<file path="config.mk">
export PLATFORM = sky130hd
export DESIGN_NAME = block_cell_painter
export DESIGN_NICKNAME = d
export VERILOG_FILES = /design/src/rtl/block_cell_painter.sv
export SDC_FILE = /design/constraint.sdc
export NUM_CORES = 1
export LEC_CHECK = 0
export CAP_MARGIN = 20
export CORE_ASPECT_RATIO = 1.5
export CORE_MARGIN = 2
export CORE_UTILIZATION = 45
export DETAILED_ROUTE_END_ITERATION = 6
export DONT_BUFFER_PORTS = 1
export SKIP_LAST_GASP = 1
export SLEW_MARGIN = 15
export SYNTH_ARGS = -nofsm -noshare
export SYNTH_HDL_FRONTEND = slang
export SYNTH_SLANG_ARGS = --single-unit
export TNS_END_PERCENT = 100
</file>
<file path="constraint.sdc">
create_clock -name Clk -period 9.83 [get_ports Clk]
set_input_delay 2.949 -clock Clk [delete_from_list [all_inputs] [get_ports Clk]]
set_output_delay 2.949 -clock Clk [all_outputs]
set_load 0.02 [all_outputs]
</file>
<file path="src/rtl/block_cell_painter.sv">
// block_cell_painter: once per frame, erases the falling piece's stale cells and paints its
// current cells into the pixel frame buffer. Each board cell becomes a CELL_PX x CELL_PX block.
//   Clk          system clock
//   Reset        synchronous, active-low
//   frame_start  one-cycle pulse per frame; captured only in IDLE
//   cur_x/cur_y  current cell coordinates (4 cells)
//   prev_x/prev_y previous cell coordinates (4 cells)
//   color        piece palette index
//   fb_addr/fb_data/fb_we  pixel write, held until fb_ready
//   fb_ready     arbiter accepts the write this cycle
//   busy         high from the cycle after capture until done falls
//   done         one-cycle pulse when a frame update completes
//   overrun      sticky; frame_start arrived while busy
// Optional: define CELL_BORDER_EN to draw cell edges with palette index 4'hF.
module block_cell_painter #(
  parameter int unsigned CELL_PX = 16,
  parameter int unsigned BOARD_X0 = 240,
  parameter int unsigned BOARD_Y0 = 80,
  parameter int unsigned H_RES = 640,
  parameter int unsigned BOARD_W = 10,
  parameter int unsigned BOARD_H = 20,
  parameter logic [3:0] BG_COLOR = 4'h0,
  parameter int unsigned FB_AW = 19
) (
  input  logic             Clk,
  input  logic             Reset,
  input  logic             frame_start,
  input  logic [6:0]       cur_x [4],
  input  logic [6:0]       cur_y [4],
  input  logic [6:0]       prev_x [4],
  input  logic [6:0]       prev_y [4],
  input  logic [3:0]       color,
  output logic [FB_AW-1:0] fb_addr,
  output logic [3:0]       fb_data,
  output logic             fb_we,
  input  logic             fb_ready,
  output logic             busy,
  output logic             done,
  output logic             overrun
);
  localparam int unsigned PW = $clog2(CELL_PX);
  localparam logic [PW-1:0] PMAX = PW'(CELL_PX - 1);
  typedef enum logic [1:0] {IDLE, ERASE, DRAW, DONE} state_t;
  state_t state;
  logic [6:0] cur_xs [4];
  logic [6:0] cur_ys [4];
  logic [6:0] prev_xs [4];
  logic [6:0] prev_ys [4];
  logic [3:0] color_s, last_color, data_n;
  logic is_static, hit, same, skip, last_pix, adv, load;
  logic [1:0] idx;
  logic [PW-1:0] pix_x, pix_y, ld_x, ld_y;
  logic [6:0] cell_x, cell_y;
  function automatic logic [FB_AW-1:0] pix_addr(logic [6:0] x, logic [6:0] y, logic [PW-1:0] px, logic [PW-1:0] py);
    return FB_AW'((BOARD_Y0 + 32'(y) * CELL_PX + 32'(py)) * H_RES + BOARD_X0 + 32'(x) * CELL_PX + 32'(px));
  endfunction
  always_comb begin
    cell_x = state == DRAW ? cur_xs[idx] : prev_xs[idx];
    cell_y = state == DRAW ? cur_ys[idx] : prev_ys[idx];
    hit = 1'b0;
    same = color == last_color;
    for (int i = 0; i < 4; i++) begin
      hit = hit | (cur_xs[i] == cell_x && cur_ys[i] == cell_y);
      same = same & (cur_x[i] == prev_x[i] && cur_y[i] == prev_y[i]);
    end
    skip = is_static || 32'(cell_x) >= BOARD_W || 32'(cell_y) >= BOARD_H || (state == ERASE && hit);
    last_pix = pix_x == PMAX && pix_y == PMAX;
    // The pixel to present next: origin of a fresh cell, or the successor of the accepted one.
    ld_x = fb_we ? (pix_x == PMAX ? '0 : pix_x + 1'b1) : '0;
    ld_y = fb_we ? (pix_x == PMAX ? pix_y + 1'b1 : pix_y) : '0;
    load = fb_we ? fb_ready && !last_pix : !skip;
    adv = fb_we ? fb_ready && last_pix : skip;
`ifdef CELL_BORDER_EN
    data_n = state != DRAW ? BG_COLOR : (ld_x == '0 || ld_y == '0 || ld_x == PMAX || ld_y == PMAX) ? 4'hF : color_s;
`else
    data_n = state == DRAW ? color_s : BG_COLOR;
`endif
  end
  always_ff @(posedge Clk) begin
    if (!Reset) begin
      state <= IDLE;
      fb_we <= 1'b0;
      busy <= 1'b0;
      done <= 1'b0;
      overrun <= 1'b0;
      fb_addr <= '0;
      fb_data <= '0;
      idx <= '0;
      pix_x <= '0;
      pix_y <= '0;
      last_color <= 4'h0;
      is_static <= 1'b0;
    end else begin
      if (frame_start && busy) overrun <= 1'b1;
      case (state)
        IDLE: if (frame_start) begin
          cur_xs <= cur_x;
          cur_ys <= cur_y;
          prev_xs <= prev_x;
          prev_ys <= prev_y;
          color_s <= color;
          is_static <= same;
          busy <= 1'b1;
          idx <= '0;
          state <= ERASE;
        end
        ERASE, DRAW: begin
          if (load) begin
            fb_we <= 1'b1;
            pix_x <= ld_x;
            pix_y <= ld_y;
            fb_addr <= pix_addr(cell_x, cell_y, ld_x, ld_y);
            fb_data <= data_n;
          end
          if (adv) begin
            fb_we <= 1'b0;
            idx <= idx + 2'd1;
            if (idx == 2'd3 && state == ERASE) state <= DRAW;
            if (idx == 2'd3 && state == DRAW) begin
              state <= DONE;
              done <= 1'b1;
              last_color <= color_s;
            end
          end
        end
        default: begin
          done <= 1'b0;
          busy <= 1'b0;
          state <= IDLE;
        end
      endcase
    end
  end
endmodule

</file>
==> run_summary.xml <==
<?xml version="1.0" encoding="UTF-8"?>
<metrics>
  <group name="status">
    <metric name="outcome" unit="">complete, no violations</metric>
  </group>
  <group name="setup_path">
    <metric name="cell_count_of_the_worst_reg_to_reg_path" unit="">18</metric>
    <metric name="crit_required" unit="ns">10.14</metric>
    <metric name="crit_arrival" unit="ns">5.58</metric>
    <metric name="endpoint_kind" unit="">flip-flop</metric>
    <metric name="path_class" unit="">reg2reg</metric>
    <metric name="worst_setup_path_start_kind" unit="">flip-flop</metric>
    <metric name="critPathMaxFanout" unit="">19</metric>
  </group>
  <group name="synthesis">
    <metric name="synthMuxAreaShare" unit="%">9.15</metric>
    <metric name="synth_most_common_cell" unit="">sky130_fd_sc_hd__edfxtp_1</metric>
    <metric name="synth_area_leaders" unit="">sky130_fd_sc_hd__edfxtp_1 (39%), sky130_fd_sc_hd__dfxtp_1 (9.0%), sky130_fd_sc_hd__xor2_1 (5.6%)</metric>
    <metric name="synth_seq_area_share" unit="%">48.1</metric>
    <metric name="synth_top_family_by_area" unit="">compound AO/OA/AOI/OAI gates</metric>
    <metric name="post_synthesis_simple_gate_area_fraction" unit="%">10.7</metric>
    <metric name="synth_compound_gate_area_share" unit="%">11.6</metric>
    <metric name="post_synthesis_net_count" unit="">907</metric>
    <metric name="synth.avg_cell_area" unit="sq um">11.9</metric>
    <metric name="ys_dominant_reg_cell" unit="">sky130_fd_sc_hd__edfxtp_1</metric>
    <metric name="yosys.area_share.xor_xnor" unit="%">10.6</metric>
    <metric name="postSynth.asyncResetShare" unit="%">0</metric>
    <metric name="yosys_register_bits" unit="">156</metric>
    <metric name="post_synth_fa_ha_maj_area_fraction" unit="%">5.93</metric>
    <metric name="combined_area_of_all_synthesized_cells" unit="sq um">8900</metric>
    <metric name="netlist.area_leader.share" unit="%">39.1</metric>
    <metric name="synth_edf_count" unit="">116</metric>
    <metric name="yosys.area.top_type" unit="">sky130_fd_sc_hd__edfxtp_1</metric>
    <metric name="synth_top_cells_by_count" unit="">sky130_fd_sc_hd__edfxtp_1 (116), sky130_fd_sc_hd__xor2_1 (57), sky130_fd_sc_hd__xnor2_1 (48)</metric>
    <metric name="postSynthCellCount" unit="">746</metric>
    <metric name="yosys_warnings" unit="">0</metric>
    <metric name="ys_types" unit="">76</metric>
  </group>
  <group name="sta">
    <metric name="grt_setup_unrepaired" unit="">no</metric>
    <metric name="max_slew.worst_pin.slew" unit="ns">0.924</metric>
    <metric name="finalSetupViolations" unit="">0</metric>
    <metric name="maxSlewViolCount" unit="">0</metric>
    <metric name="relSlewSlack" unit="%">38.4</metric>
    <metric name="clock_skew" unit="ns">0.00879</metric>
    <metric name="final.period_utilization" unit="%">53.6</metric>
    <metric name="maxClockFrequency" unit="MHz">190</metric>
    <metric name="hold_viol" unit="">0</metric>
    <metric name="layout_min_cycle_time" unit="ns">5.27</metric>
    <metric name="final.setup.tns" unit="ns">0</metric>
    <metric name="whs" unit="ns">0.481</metric>
  </group>
  <group name="finish">
    <metric name="instances_no_fill" unit="">1020</metric>
    <metric name="nFillCells" unit="">1828</metric>
    <metric name="stdcell_area" unit="sq um">9660</metric>
    <metric name="syn2layout_area_growth" unit="%">8.56</metric>
    <metric name="design.final.nets" unit="">908</metric>
    <metric name="fin_util" unit="%">49.4</metric>
    <metric name="final_layout_size_suffix_gt1_share" unit="%">12.8</metric>
    <metric name="diodes" unit="">0</metric>
  </group>
  <group name="detailed_routing">
    <metric name="ant_nets" unit="">0</metric>
    <metric name="post-route-drc-count" unit="">0</metric>
    <metric name="firstDrtPassIters" unit="">5</metric>
    <metric name="vias_per_cell" unit="">5.94</metric>
    <metric name="vias" unit="">6062</metric>
    <metric name="drt_wl_total" unit="microns">24300</metric>
    <metric name="drt_iter0_drc" unit="">511</metric>
    <metric name="avgRoutedWirePerCell" unit="microns">23.8</metric>
  </group>
  <group name="global_route">
    <metric name="globalRouteOverflowTotal" unit="">0</metric>
    <metric name="grt_use_total" unit="%">23.5</metric>
    <metric name="grt_antenna_before_repair" unit="">0</metric>
    <metric name="grt_first_pass_wirelength" unit="microns">36500</metric>
    <metric name="use_met1" unit="%">24.2</metric>
    <metric name="number_of_global_route_vias_before_repair" unit="">6304</metric>
    <metric name="global_route.usage.met2" unit="%">42.7</metric>
    <metric name="global_route.usage.met3" unit="%">6.36</metric>
    <metric name="grt.busiest_layer" unit="">met2</metric>
    <metric name="pin_count_of_the_biggest_net_entering_global_routing" unit="">64</metric>
  </group>
  <group name="die">
    <metric name="die_width" unit="microns">119</metric>
    <metric name="core" unit="sq um">19500</metric>
    <metric name="io-pin-count" unit="">147</metric>
    <metric name="die_height" unit="microns">176</metric>
    <metric name="start_util" unit="%">45.5</metric>
    <metric name="floorplan.die_area" unit="sq um">20900</metric>
    <metric name="rows" unit="">63</metric>
  </group>
  <group name="cts">
    <metric name="clkSlewWorstSetupHoldPaths" unit="ns">0.07</metric>
    <metric name="cts_buffer_depth" unit="">2</metric>
    <metric name="cts.htree.levels" unit="">4</metric>
    <metric name="cts.sink_count" unit="">156</metric>
    <metric name="insertion_delay" unit="ns">0.44</metric>
    <metric name="tritoncts" unit="">done</metric>
    <metric name="cts-resized-gates" unit="">0</metric>
    <metric name="tritoncts.num_buffers" unit="">17</metric>
    <metric name="hold_buffers" unit="">0</metric>
    <metric name="clockRootBuffer" unit="">sky130_fd_sc_hd__clkbuf_16</metric>
    <metric name="cts_setup_buffers" unit="">0</metric>
  </group>
  <group name="min_path">
    <metric name="whs_path_cells" unit="">2</metric>
    <metric name="holdCritPathClass" unit="">reg2reg</metric>
  </group>
  <group name="placement">
    <metric name="port_buffers" unit="">0</metric>
    <metric name="dp.cells" unit="">988</metric>
    <metric name="placed_cell_area" unit="sq um">9090</metric>
    <metric name="dp.final_hpwl" unit="microns">18800</metric>
    <metric name="gpl.final_weighted_congestion" unit="">0.946</metric>
  </group>
  <group name="power">
    <metric name="power.leakage" unit="uW">0.00334</metric>
    <metric name="power-per-cell-area" unit="nW/um^2">181</metric>
    <metric name="irDropWorstVdd" unit="mV">0.184</metric>
  </group>
  <group name="run">
    <metric name="max_cap_viols" unit="">0</metric>
  </group>
</metrics>
[power breakdown]
group | leakage, uW | internal [uW] | switching, uW
registers | 0.00140 | 745 | 19.3
logic | 0.00166 | 142 | 197
clock network | 0.000285 | 362 | 279
[metal layers]
layer	part of all wire [%]	up-vias
met5	0	-
met4	5.5	0
met3	6.4	71
met2	53	241
met1	35	2945
li1	-	2805
[path summary, 6_finish.rpt]
check / startpoint / to / slack (ns)
max: state[0]$_SDFFE_PN0P_ / fb_addr[18]$_SDFFE_PN0P_ / 4.56
min: last_color[1]$_SDFFE_PN0P_ / last_color[1]$_SDFFE_PN0P_ / 0.48
max reg2reg: state[0]$_SDFFE_PN0P_ / fb_addr[18]$_SDFFE_PN0P_ / 4.56
min reg2reg: last_color[1]$_SDFFE_PN0P_ / last_color[1]$_SDFFE_PN0P_ / 0.48
[logic make-up after synthesis]
kind of cell             after synthesis
AND/OR/NAND/NOR                      178
buffers and inverters                 64
adder cells (fa/ha/maj)               41
XOR/XNOR                             106
multiplexers                          70
flip-flops                           156
AO/OA/AOI/OAI                        131
[critical path: stages, from the launching register on]
cell                       delay, ns
sky130_fd_sc_hd__dfxtp_1        0.34
sky130_fd_sc_hd__inv_1          0.09
sky130_fd_sc_hd__ha_1           0.70
sky130_fd_sc_hd__nand2_1        0.57
sky130_fd_sc_hd__o221ai_2       0.66
sky130_fd_sc_hd__inv_1          0.11
sky130_fd_sc_hd__ha_1           0.22
sky130_fd_sc_hd__inv_1          0.08
sky130_fd_sc_hd__xnor2_1        0.15
sky130_fd_sc_hd__ha_1           0.27
sky130_fd_sc_hd__ha_1           0.35
sky130_fd_sc_hd__a21oi_1        0.22
sky130_fd_sc_hd__nor2b_1        0.07
sky130_fd_sc_hd__o21a_1         0.19
sky130_fd_sc_hd__o41ai_1        0.36
sky130_fd_sc_hd__xnor3_1        0.41
sky130_fd_sc_hd__xnor2_1        0.14
sky130_fd_sc_hd__mux2i_1        0.14
sky130_fd_sc_hd__nor2_1         0.05
[final cells by class]
type                            count  area (sq um)  share of cell area (%)
Timing Repair Buffer                7          52.6                   0.544
Sequential cell                   156          4290                    44.4
Inverter                           39           146                    1.52
Clock inverter                     11          80.1                   0.829
Multi-Input combinational cell    526          4280                    44.3
Clock buffer                       21           493                    5.10
Tap cell                          260           325                    3.37
[registers in the layout, indices dropped and copies added (netlist names), 4 cells and up]
register    count
cur_xs         28
prev_ys        28
pix_y           4
last_color      4
prev_xs        28
fb_data         4
fb_addr        19
color_s         4
cur_ys         28
[stage by stage]
| stage | setup slack (ns) | power [uW] |
|---|---|---|
| after floorplan | 0.783 | 1050 |
| after global placement | 4.82 | 1110 |
| after detailed placement | 4.61 | 1110 |
| after CTS | 4.53 | 1760 |
| after global routing | 4.11 | 1820 |
| final | 4.56 | 1740 |
[layout by cell type (no fill, tap or decap), drive strengths merged, types with 8 or more instances in the layout]
cell type / instances
edfxtp: 116
xor2: 57
xnor2: 48
mux2i: 46
inv: 42
nor2: 41
dfxtp: 40
ha: 39
nor3: 30
nand3: 22
o21ai: 22
clkbuf: 21
a21oi: 20
nand2: 18
mux2: 18
nand4: 17
o22ai: 12
nor4: 11
nand2b: 10
a211oi: 9
a21o: 8
a22oi: 8
(Power assumes the default switching activity.)
